===== config.mk =====
export PLATFORM = sky130hd
export DESIGN_NAME = flopoco_fcmp_pipe
export DESIGN_NICKNAME = d
export VERILOG_FILES = /design/src/rtl/flopoco_fcmp_pipe.sv
export SDC_FILE = /design/constraint.sdc
export NUM_CORES = 1
export LEC_CHECK = 0
export ABC_AREA = 1
export BUFFER_PORTS_ARGS = -buffer_cell sky130_fd_sc_hd__buf_2
export CORE_ASPECT_RATIO = 0.7
export CORE_UTILIZATION = 54
export DETAILED_ROUTE_END_ITERATION = 6
export PLACE_DENSITY = 0.8
export SLEW_MARGIN = 10
export SYNTH_ARGS = -nofsm -noshare
export SYNTH_HDL_FRONTEND = slang
export SYNTH_SLANG_ARGS = --single-unit

===== constraint.sdc =====
create_clock -name clk -period 2.4 [get_ports clk]
set_input_delay 0.36 -clock clk [delete_from_list [all_inputs] [get_ports clk]]
set_output_delay 0.36 -clock clk [all_outputs]
set_load 0.03 [all_outputs]

===== src/rtl/flopoco_fcmp_pipe.sv =====
// Two-stage FloPoCo floating-point comparator with runtime predicate and valid/ready handshake.
// Optional: define FCMP_MINMAX_EN to add MIN/MAX modes (110/111) and the out_minmax port.
module flopoco_fcmp_pipe #(
  parameter int WE    = 4,
  parameter int WF    = 4,
  parameter int CNT_W = 16
) (
  input  logic               clk,
  input  logic               rst,
  input  logic               in_valid,
  output logic               in_ready,
  input  logic [WE+WF+2:0]   X,
  input  logic [WE+WF+2:0]   Y,
  input  logic [2:0]         mode,
  output logic               out_valid,
  input  logic               out_ready,
  output logic               result,
  output logic               unordered,
  output logic [CNT_W-1:0]   unord_cnt,
`ifdef FCMP_MINMAX_EN
  output logic [WE+WF+2:0]   out_minmax,
`endif
  input  logic               cnt_clr
);

  localparam int W  = WE + WF + 3;
  localparam int MW = WE + WF;

  typedef enum logic [2:0] {
    MODE_EQ  = 3'b000,
    MODE_LT  = 3'b001,
    MODE_LE  = 3'b010,
    MODE_GT  = 3'b011,
    MODE_GE  = 3'b100,
    MODE_NE  = 3'b101,
    MODE_MIN = 3'b110,
    MODE_MAX = 3'b111
  } fcmpMode_t;

  typedef struct packed {
    logic zero;
    logic norm;
    logic inf;
    logic nan;
    logic sign;
  } opFlags_t;

  function automatic opFlags_t decode(input logic [W-1:0] v);
    opFlags_t f;
    f.zero = (v[W-1:W-2] == 2'b00);
    f.norm = (v[W-1:W-2] == 2'b01);
    f.inf  = (v[W-1:W-2] == 2'b10);
    f.nan  = (v[W-1:W-2] == 2'b11);
    f.sign = v[W-3];
    return f;
  endfunction

  // Total order of non-NaN classes: -inf, -normal, zero (either sign), +normal, +inf.
  function automatic logic [2:0] rankOf(input opFlags_t f);
    logic [2:0] r;
    if (f.zero || f.nan)     r = 3'd2;
    else if (f.inf)          r = f.sign ? 3'd0 : 3'd4;
    else if (f.norm)         r = f.sign ? 3'd1 : 3'd3;
    else                     r = 3'd2;
    return r;
  endfunction

  logic       r1Valid, r2Valid;
  opFlags_t   r1XF, r1YF;
  logic       r1MagLt, r1MagGt, r1MagEq;
  fcmpMode_t  r1Mode;
  logic       r2Result, r2Unord;
  logic [CNT_W-1:0] r_cnt;
  logic       w_s1Adv, w_s2Adv;
  logic [2:0] w_xRank, w_yRank;
  logic       w_lt, w_eq, w_gt, w_unord, w_res;
`ifdef FCMP_MINMAX_EN
  logic [W-1:0] r1X, r1Y, r2Minmax;
  logic         w_minSelY, w_maxSelY, w_selY;
`endif

  assign w_s2Adv  = ~r2Valid | out_ready;
  assign w_s1Adv  = ~r1Valid | w_s2Adv;
  assign in_ready = w_s1Adv;

  always_ff @(posedge clk or posedge rst) begin
    if (rst) begin
      r1Valid <= 1'b0;
      r1XF    <= '0;
      r1YF    <= '0;
      r1MagLt <= 1'b0;
      r1MagGt <= 1'b0;
      r1MagEq <= 1'b0;
      r1Mode  <= MODE_EQ;
`ifdef FCMP_MINMAX_EN
      r1X     <= '0;
      r1Y     <= '0;
`endif
    end else if (w_s1Adv) begin
      r1Valid <= in_valid;
      r1XF    <= decode(X);
      r1YF    <= decode(Y);
      r1MagLt <= (X[MW-1:0] <  Y[MW-1:0]);
      r1MagGt <= (X[MW-1:0] >  Y[MW-1:0]);
      r1MagEq <= (X[MW-1:0] == Y[MW-1:0]);
      r1Mode  <= fcmpMode_t'(mode);
`ifdef FCMP_MINMAX_EN
      r1X     <= X;
      r1Y     <= Y;
`endif
    end
  end

  assign w_xRank = rankOf(r1XF);
  assign w_yRank = rankOf(r1YF);
  assign w_unord = r1XF.nan | r1YF.nan;

  // Same-class normals compare by magnitude, reversed when both are negative.
  always_comb begin
    w_lt = 1'b0;
    w_eq = 1'b0;
    if (w_xRank != w_yRank) begin
      w_lt = (w_xRank < w_yRank);
    end else if (w_xRank == 3'd1) begin
      w_lt = r1MagGt;
      w_eq = r1MagEq;
    end else if (w_xRank == 3'd3) begin
      w_lt = r1MagLt;
      w_eq = r1MagEq;
    end else begin
      w_eq = 1'b1;
    end
  end

  assign w_gt = ~w_lt & ~w_eq;

`ifdef FCMP_MINMAX_EN
  always_comb begin
    w_minSelY = 1'b0;
    w_maxSelY = 1'b0;
    if (r1XF.nan) begin
      w_minSelY = ~r1YF.nan;
      w_maxSelY = ~r1YF.nan;
    end else if (r1YF.nan) begin
      w_minSelY = 1'b0;
      w_maxSelY = 1'b0;
    end else if (r1XF.zero && r1YF.zero) begin
      w_minSelY = ~r1XF.sign & r1YF.sign;
      w_maxSelY = r1XF.sign & ~r1YF.sign;
    end else begin
      w_minSelY = w_gt;
      w_maxSelY = w_lt;
    end
  end
`endif

  always_comb begin
    w_res = 1'b0;
`ifdef FCMP_MINMAX_EN
    w_selY = 1'b0;
`endif
    case (r1Mode)
      MODE_EQ: w_res = w_eq & ~w_unord;
      MODE_LT: w_res = w_lt & ~w_unord;
      MODE_LE: w_res = (w_lt | w_eq) & ~w_unord;
      MODE_GT: w_res = w_gt & ~w_unord;
      MODE_GE: w_res = (w_gt | w_eq) & ~w_unord;
      MODE_NE: w_res = ~w_eq | w_unord;
`ifdef FCMP_MINMAX_EN
      MODE_MIN: begin
        w_selY = w_minSelY;
        w_res  = w_minSelY;
      end
      MODE_MAX: begin
        w_selY = w_maxSelY;
        w_res  = w_maxSelY;
      end
`endif
      default: w_res = 1'b0;
    endcase
  end

  always_ff @(posedge clk or posedge rst) begin
    if (rst) begin
      r2Valid  <= 1'b0;
      r2Result <= 1'b0;
      r2Unord  <= 1'b0;
`ifdef FCMP_MINMAX_EN
      r2Minmax <= '0;
`endif
    end else if (w_s2Adv) begin
      r2Valid  <= r1Valid;
      r2Result <= w_res;
      r2Unord  <= w_unord;
`ifdef FCMP_MINMAX_EN
      r2Minmax <= w_selY ? r1Y : r1X;
`endif
    end
  end

  // Clear wins over a same-cycle increment; the count sticks at all-ones.
  always_ff @(posedge clk or posedge rst) begin
    if (rst) begin
      r_cnt <= '0;
    end else if (cnt_clr) begin
      r_cnt <= '0;
    end else if (r2Valid && out_ready && r2Unord && !(&r_cnt)) begin
      r_cnt <= r_cnt + CNT_W'(1);
    end
  end

  assign out_valid = r2Valid;
  assign result    = r2Result;
  assign unordered = r2Unord;
  assign unord_cnt = r_cnt;
`ifdef FCMP_MINMAX_EN
  assign out_minmax = r2Minmax;
`endif

endmodule


# == After elaboration in Yosys (flattened, before gate mapping) ==
# Cells that the tools add are included.
# Widths: inputs -> output; s select.
# word_totals
mem_bits_rw,0
latchBits,0
inputBits,30
memories,0
out_inout_bits,20
reg_bits,36
elab_cells,85
romBits,0
# classes
muxes,19
div_mod_pow,0
reduce_logical,11
mul,0
n_eq_ne,15
add_sub_neg,1
shifts,0
n_lt_le_gt_ge,3
bitwise_logic,17
# ops
operator,n
$mux 16,2
$mux 3,6
$add 16x1->16 const B,1
$reduce_and 16->1,1
$eq 3x2->1 const B,3
$eq 2x2->1 const B,4
$eq 8x8->1,1
$gt 8x8->1,1
$lt 8x8->1,1
$mux 2,4
$and 1x1->1,6
$eq 3x1->1 const B,2
$eq 3x3->1 const B,2
$mux 1,6
$or 1x1->1,6
$pmux 1 s6,1
$not 1->1,5
$eq 2x1->1 const B,2
$logic_not 2->1,2
$logic_and 1x1->1,3
$logic_not 3->1,1
$lt 3x3->1,1
$ne 3x3->1,1
$logic_or 1x1->1,2
2 further kinds,2

# == Longest topological paths before layout ==
# logic_depth
ltp_word,13
mapped_depth,15
depth_no_buf,15

# == Worst setup path before layout ==
# No wires, ideal clock.
# synth_path
path_type,register to register
from,register r_cnt[0] (netlist: unord_cnt[0])
to,register r_cnt[12] (netlist: unord_cnt[12])
arrival_ns,1.823
synth_period_minus_slack_ns,1.950
required_ns,2.273
path_buffers,0
stages_incl_launch_ff,11
slack_ns,0.450
path_cell_list,dfrtp_1 > ha_1 > nand2_1 > nor2_1 > nand2_1 > nor2_4 > nand3_2 > o21ai_4 > nand2_4 > clkinv_4 > o21ai_0
# synth_between
elab_chain_len,4
word_cells_on_any_way,7
classes_between,1 x add/sub; 2 x mux; 4 x reduce/logical
# synth_lines
item,line,text
from (decl),73,logic [CNT_W-1:0] r_cnt;
from (signal assigned),208,r_cnt <= r_cnt + CNT_W'(1);
branches (longest 4 deep; another with $add 16x1->16),n/a,
# Several ways; the timed one is not identified. The select of a mux whose other input is x is not followed.
# A chain may end at the register's enable or synchronous reset.

# == Worst setup path after layout ==
# layout_path
from,register r2Valid (netlist: out_valid)
to,output port in_ready
# layout_between
elab_chain_len,3
# layout_lines
item,line,text
from (decl),68,"logic r1Valid, r2Valid;"
from (signal assigned),192,r2Valid <= r1Valid;
$not 1->1,82,assign w_s2Adv = ~r2Valid | out_ready;
$or 1x1->1,82,
$or 1x1->1,83,assign w_s1Adv = ~r1Valid | w_s2Adv;
to (decl),11,"output logic in_ready,"
# No other way between the ends.

==> flow_summary.ini <==
[pwr]
p_switching_mw = 0.448
pwr-share-clk_pct = 37.3
ir_drop_mv = 0.345
leakage_nw = 1.39
powerDensity_mw_per_mm2 = 592
p_sw_share_pct = 28.5
p_int_mw = 1.12
power_frac_seq_pct = 43.0
comb_power_share_pct = 19.7

[timing]
max_freq_ghz = 0.487
fin_crit_ns = 2.05
rsz0062_at_grt = no
relSlewSlack_pct = 62.6
setup_tns_ns = 0
setup_viol = 0
hold_violations = 0
tightest_slew_ns = 0.560
finalCritPeriodShare_pct = 85.6
clock_skew_ns = 0.00411
drv_slew = 0

[layout]
final_cell_mix = nand2_1 (71), buf_2 (49), inv_1 (48)
syn2layout_area_growth_pct = 19.7
final_util_pct = 67.7
stdcell_count = 408
seq_area_um2 = 901
drive_above_1_share_pct = 19.7
insertedDiodeCount = 0
multi_input_area_mm2 = 0.00111
fillers = 362
final_common_cell = nand2_1
fin_area_mm2 = 0.00265
nets = 397

[clock_tree]
post_cts_resized = 0
cts_hold_buf = 0
cts-htree-levels = 2
cts_setup_buffers = 0
clockBufferDepth = 2
clkLatencyLatePin_ns = 0.29
cts_buffers = 5
cts_sinks = 36
clk_pin_slew_ns = 0.07
cts_tree = built
root_buffer = clkbuf_8

[die]
die_w_um = 78.6
die_area_mm2 = 0.00437
start_util_pct = 56.5
ios = 50
die_h_um = 55.6
rows = 19
core_area_mm2 = 0.00392

[detailed_routing]
initialDrtViolationCount = 129
final_antenna_net_count = 0
wl_um = 4740
vias = 2114
drt_pre_antenna_iters = 5
wl_per_cell_um = 11.6
via_per_inst = 5.18
drc_errors = 0

[critical_path]
required_ns = 2.04
end_kind = primary output
cp_common_cell = inv_1
cp_slowest_cell = dfrtp_1
path_max_fanout = 20
worstSetupPathType = flip-flop to primary output
worst_setup_path_start_kind = flip-flop
worst_path_largest_cell_delay_ns = 0.37
path_cells = inv_1 -> nor2_1 -> inv_1 -> nor2_1 -> inv_1 -> buf_2
cp_data_arrival_time_ns = 1.69

[grt]
grt_usage_pct = 25.2
antenna_found_initial = 0
gr-total-overflow = 0
grt_pass1_vias = 1902
grt_pass1_wl_um = 8520
grt_max_degree = 37

[synthesis]
syn_inst = 301
synth_area_mm2 = 0.00222
syn_avg_cell_area_um2 = 7.37
ys_ff_latch = 36
yosys.cell_types.count = 30
synth_ff_type = dfrtp_1
yosys_warnings = 0
syn_nets = 343
synth_edf_count = 0
seq_area_frac_synth_pct = 40.6
ys_async_sr_fraction_pct = 100

[job]
maxCapViolCount = 0

[worst_hold_path]
worst_hold_path_type = input port to asynchronous set/reset pin

[placement]
hpwl_um = 3640
dpl_cell_area_mm2 = 0.00253
portBuffers = 49
place_inst = 400
routabilityCongestion = 0.891

[outcome]
status = completed
[worst max-delay path: cells and delay by family, from the launching register on]
family / cells / cell delay [ns]
flops: 1 / 0.37
buf+inv: 4 / 0.70
simple gates: 2 / 0.34
[cell usage after synthesis (5+ instances only)]
| library cell | number | area [um2] |
|---|---|---|
| a21oi_1 | 8 | 40.0 |
| dfrtp_1 | 36 | 901 |
| ha_1 | 12 | 150 |
| inv_1 | 48 | 180 |
| nand2_1 | 71 | 267 |
| nand3_1 | 23 | 115 |
| nand4_1 | 11 | 68.8 |
| nor2_1 | 26 | 97.6 |
| nor3_1 | 5 | 25.0 |
| o21ai_0 | 29 | 145 |
[cell families (layout without fill, tap and decap cells)]
logic type	Yosys count	in the layout	share of synthesized area (%)
buffers and inverters	54	109	9.37
xor gates and xnor gates	2	2	0.790
DFF	36	36	40.6
adders and majority gates	12	12	6.77
AOI/OAI and AO/OA	51	51	13.1
and+or+nand+nor	146	146	29.3
[metal layers]
layer | share of wire, % | vias to the layer above | GRT usage [%]
li1 | - | 1094 | -
met1 | 52 | 941 | 38.1
met2 | 40 | 73 | 35.7
met5 | 0 | - | 0
met3 | 7.4 | 6 | 5.08
met4 | 0.95 | 0 | 8.73
[metrics by stage]
step           power, mW  hold slack, ns  setup slack [ns]
2_1_floorplan      0.904           0.422             0.450
3_3_place_gp       0.988           0.431             0.537
3_5_place_dp       0.995           0.433             0.456
4_1_cts             1.59           0.170             0.328
5_1_grt             1.67           0.198             0.163
6_report            1.57           0.157             0.346
[path summary, 6_finish.rpt]
| check | from | to | slack, ns | cells past startpoint |
|---|---|---|---|---|
| hold / removal | rst | unord_cnt[1] | 0.16 | 3 |
| max in group asynchronous | rst | unord_cnt[11] | 1.92 | 3 |
| hold reg to reg | r1Valid | out_valid | 0.45 | 2 |
| min in group clk | cnt_clr | unord_cnt[0] | 0.23 | 2 |
| setup / recovery | out_valid | in_ready | 0.35 | 6 |
| setup reg to reg | unord_cnt[0] | unord_cnt[8] | 0.42 | 10 |
[flip-flops by register name, summed over array words and instances, names as in the netlist]
| name | count |
|---|---|
| r1MagGt | 1 |
| r1XF | 5 |
| result | 1 |
| out_valid | 1 |
| unordered | 1 |
| r1YF | 5 |
| r1Mode | 3 |
| r1MagLt | 1 |
| unord_cnt | 16 |
| r1Valid | 1 |
| r1MagEq | 1 |
[layout make-up]
| cell class | instances | area share [%] |
|---|---|---|
| Inverter | 50 | 7.26 |
| Clock inverter | 1 | 1.13 |
| Multi-Input combinational cell | 211 | 41.8 |
| Sequential cell | 36 | 33.9 |
| Clock buffer | 7 | 3.63 |
| Tap cell | 52 | 2.45 |
| Timing Repair Buffer | 51 | 9.81 |
[power by group through the flow]
stage / clock, mW / sequential [mW] / combinational (mW)
after floorplan: 0 / 0.702 / 0.202
after global placement: 0 / 0.687 / 0.301
after detailed placement: 0 / 0.687 / 0.308
after CTS: 0.600 / 0.676 / 0.310
after global routing: 0.629 / 0.682 / 0.355
final: 0.586 / 0.676 / 0.309
Power figures use the tool's default switching activity.
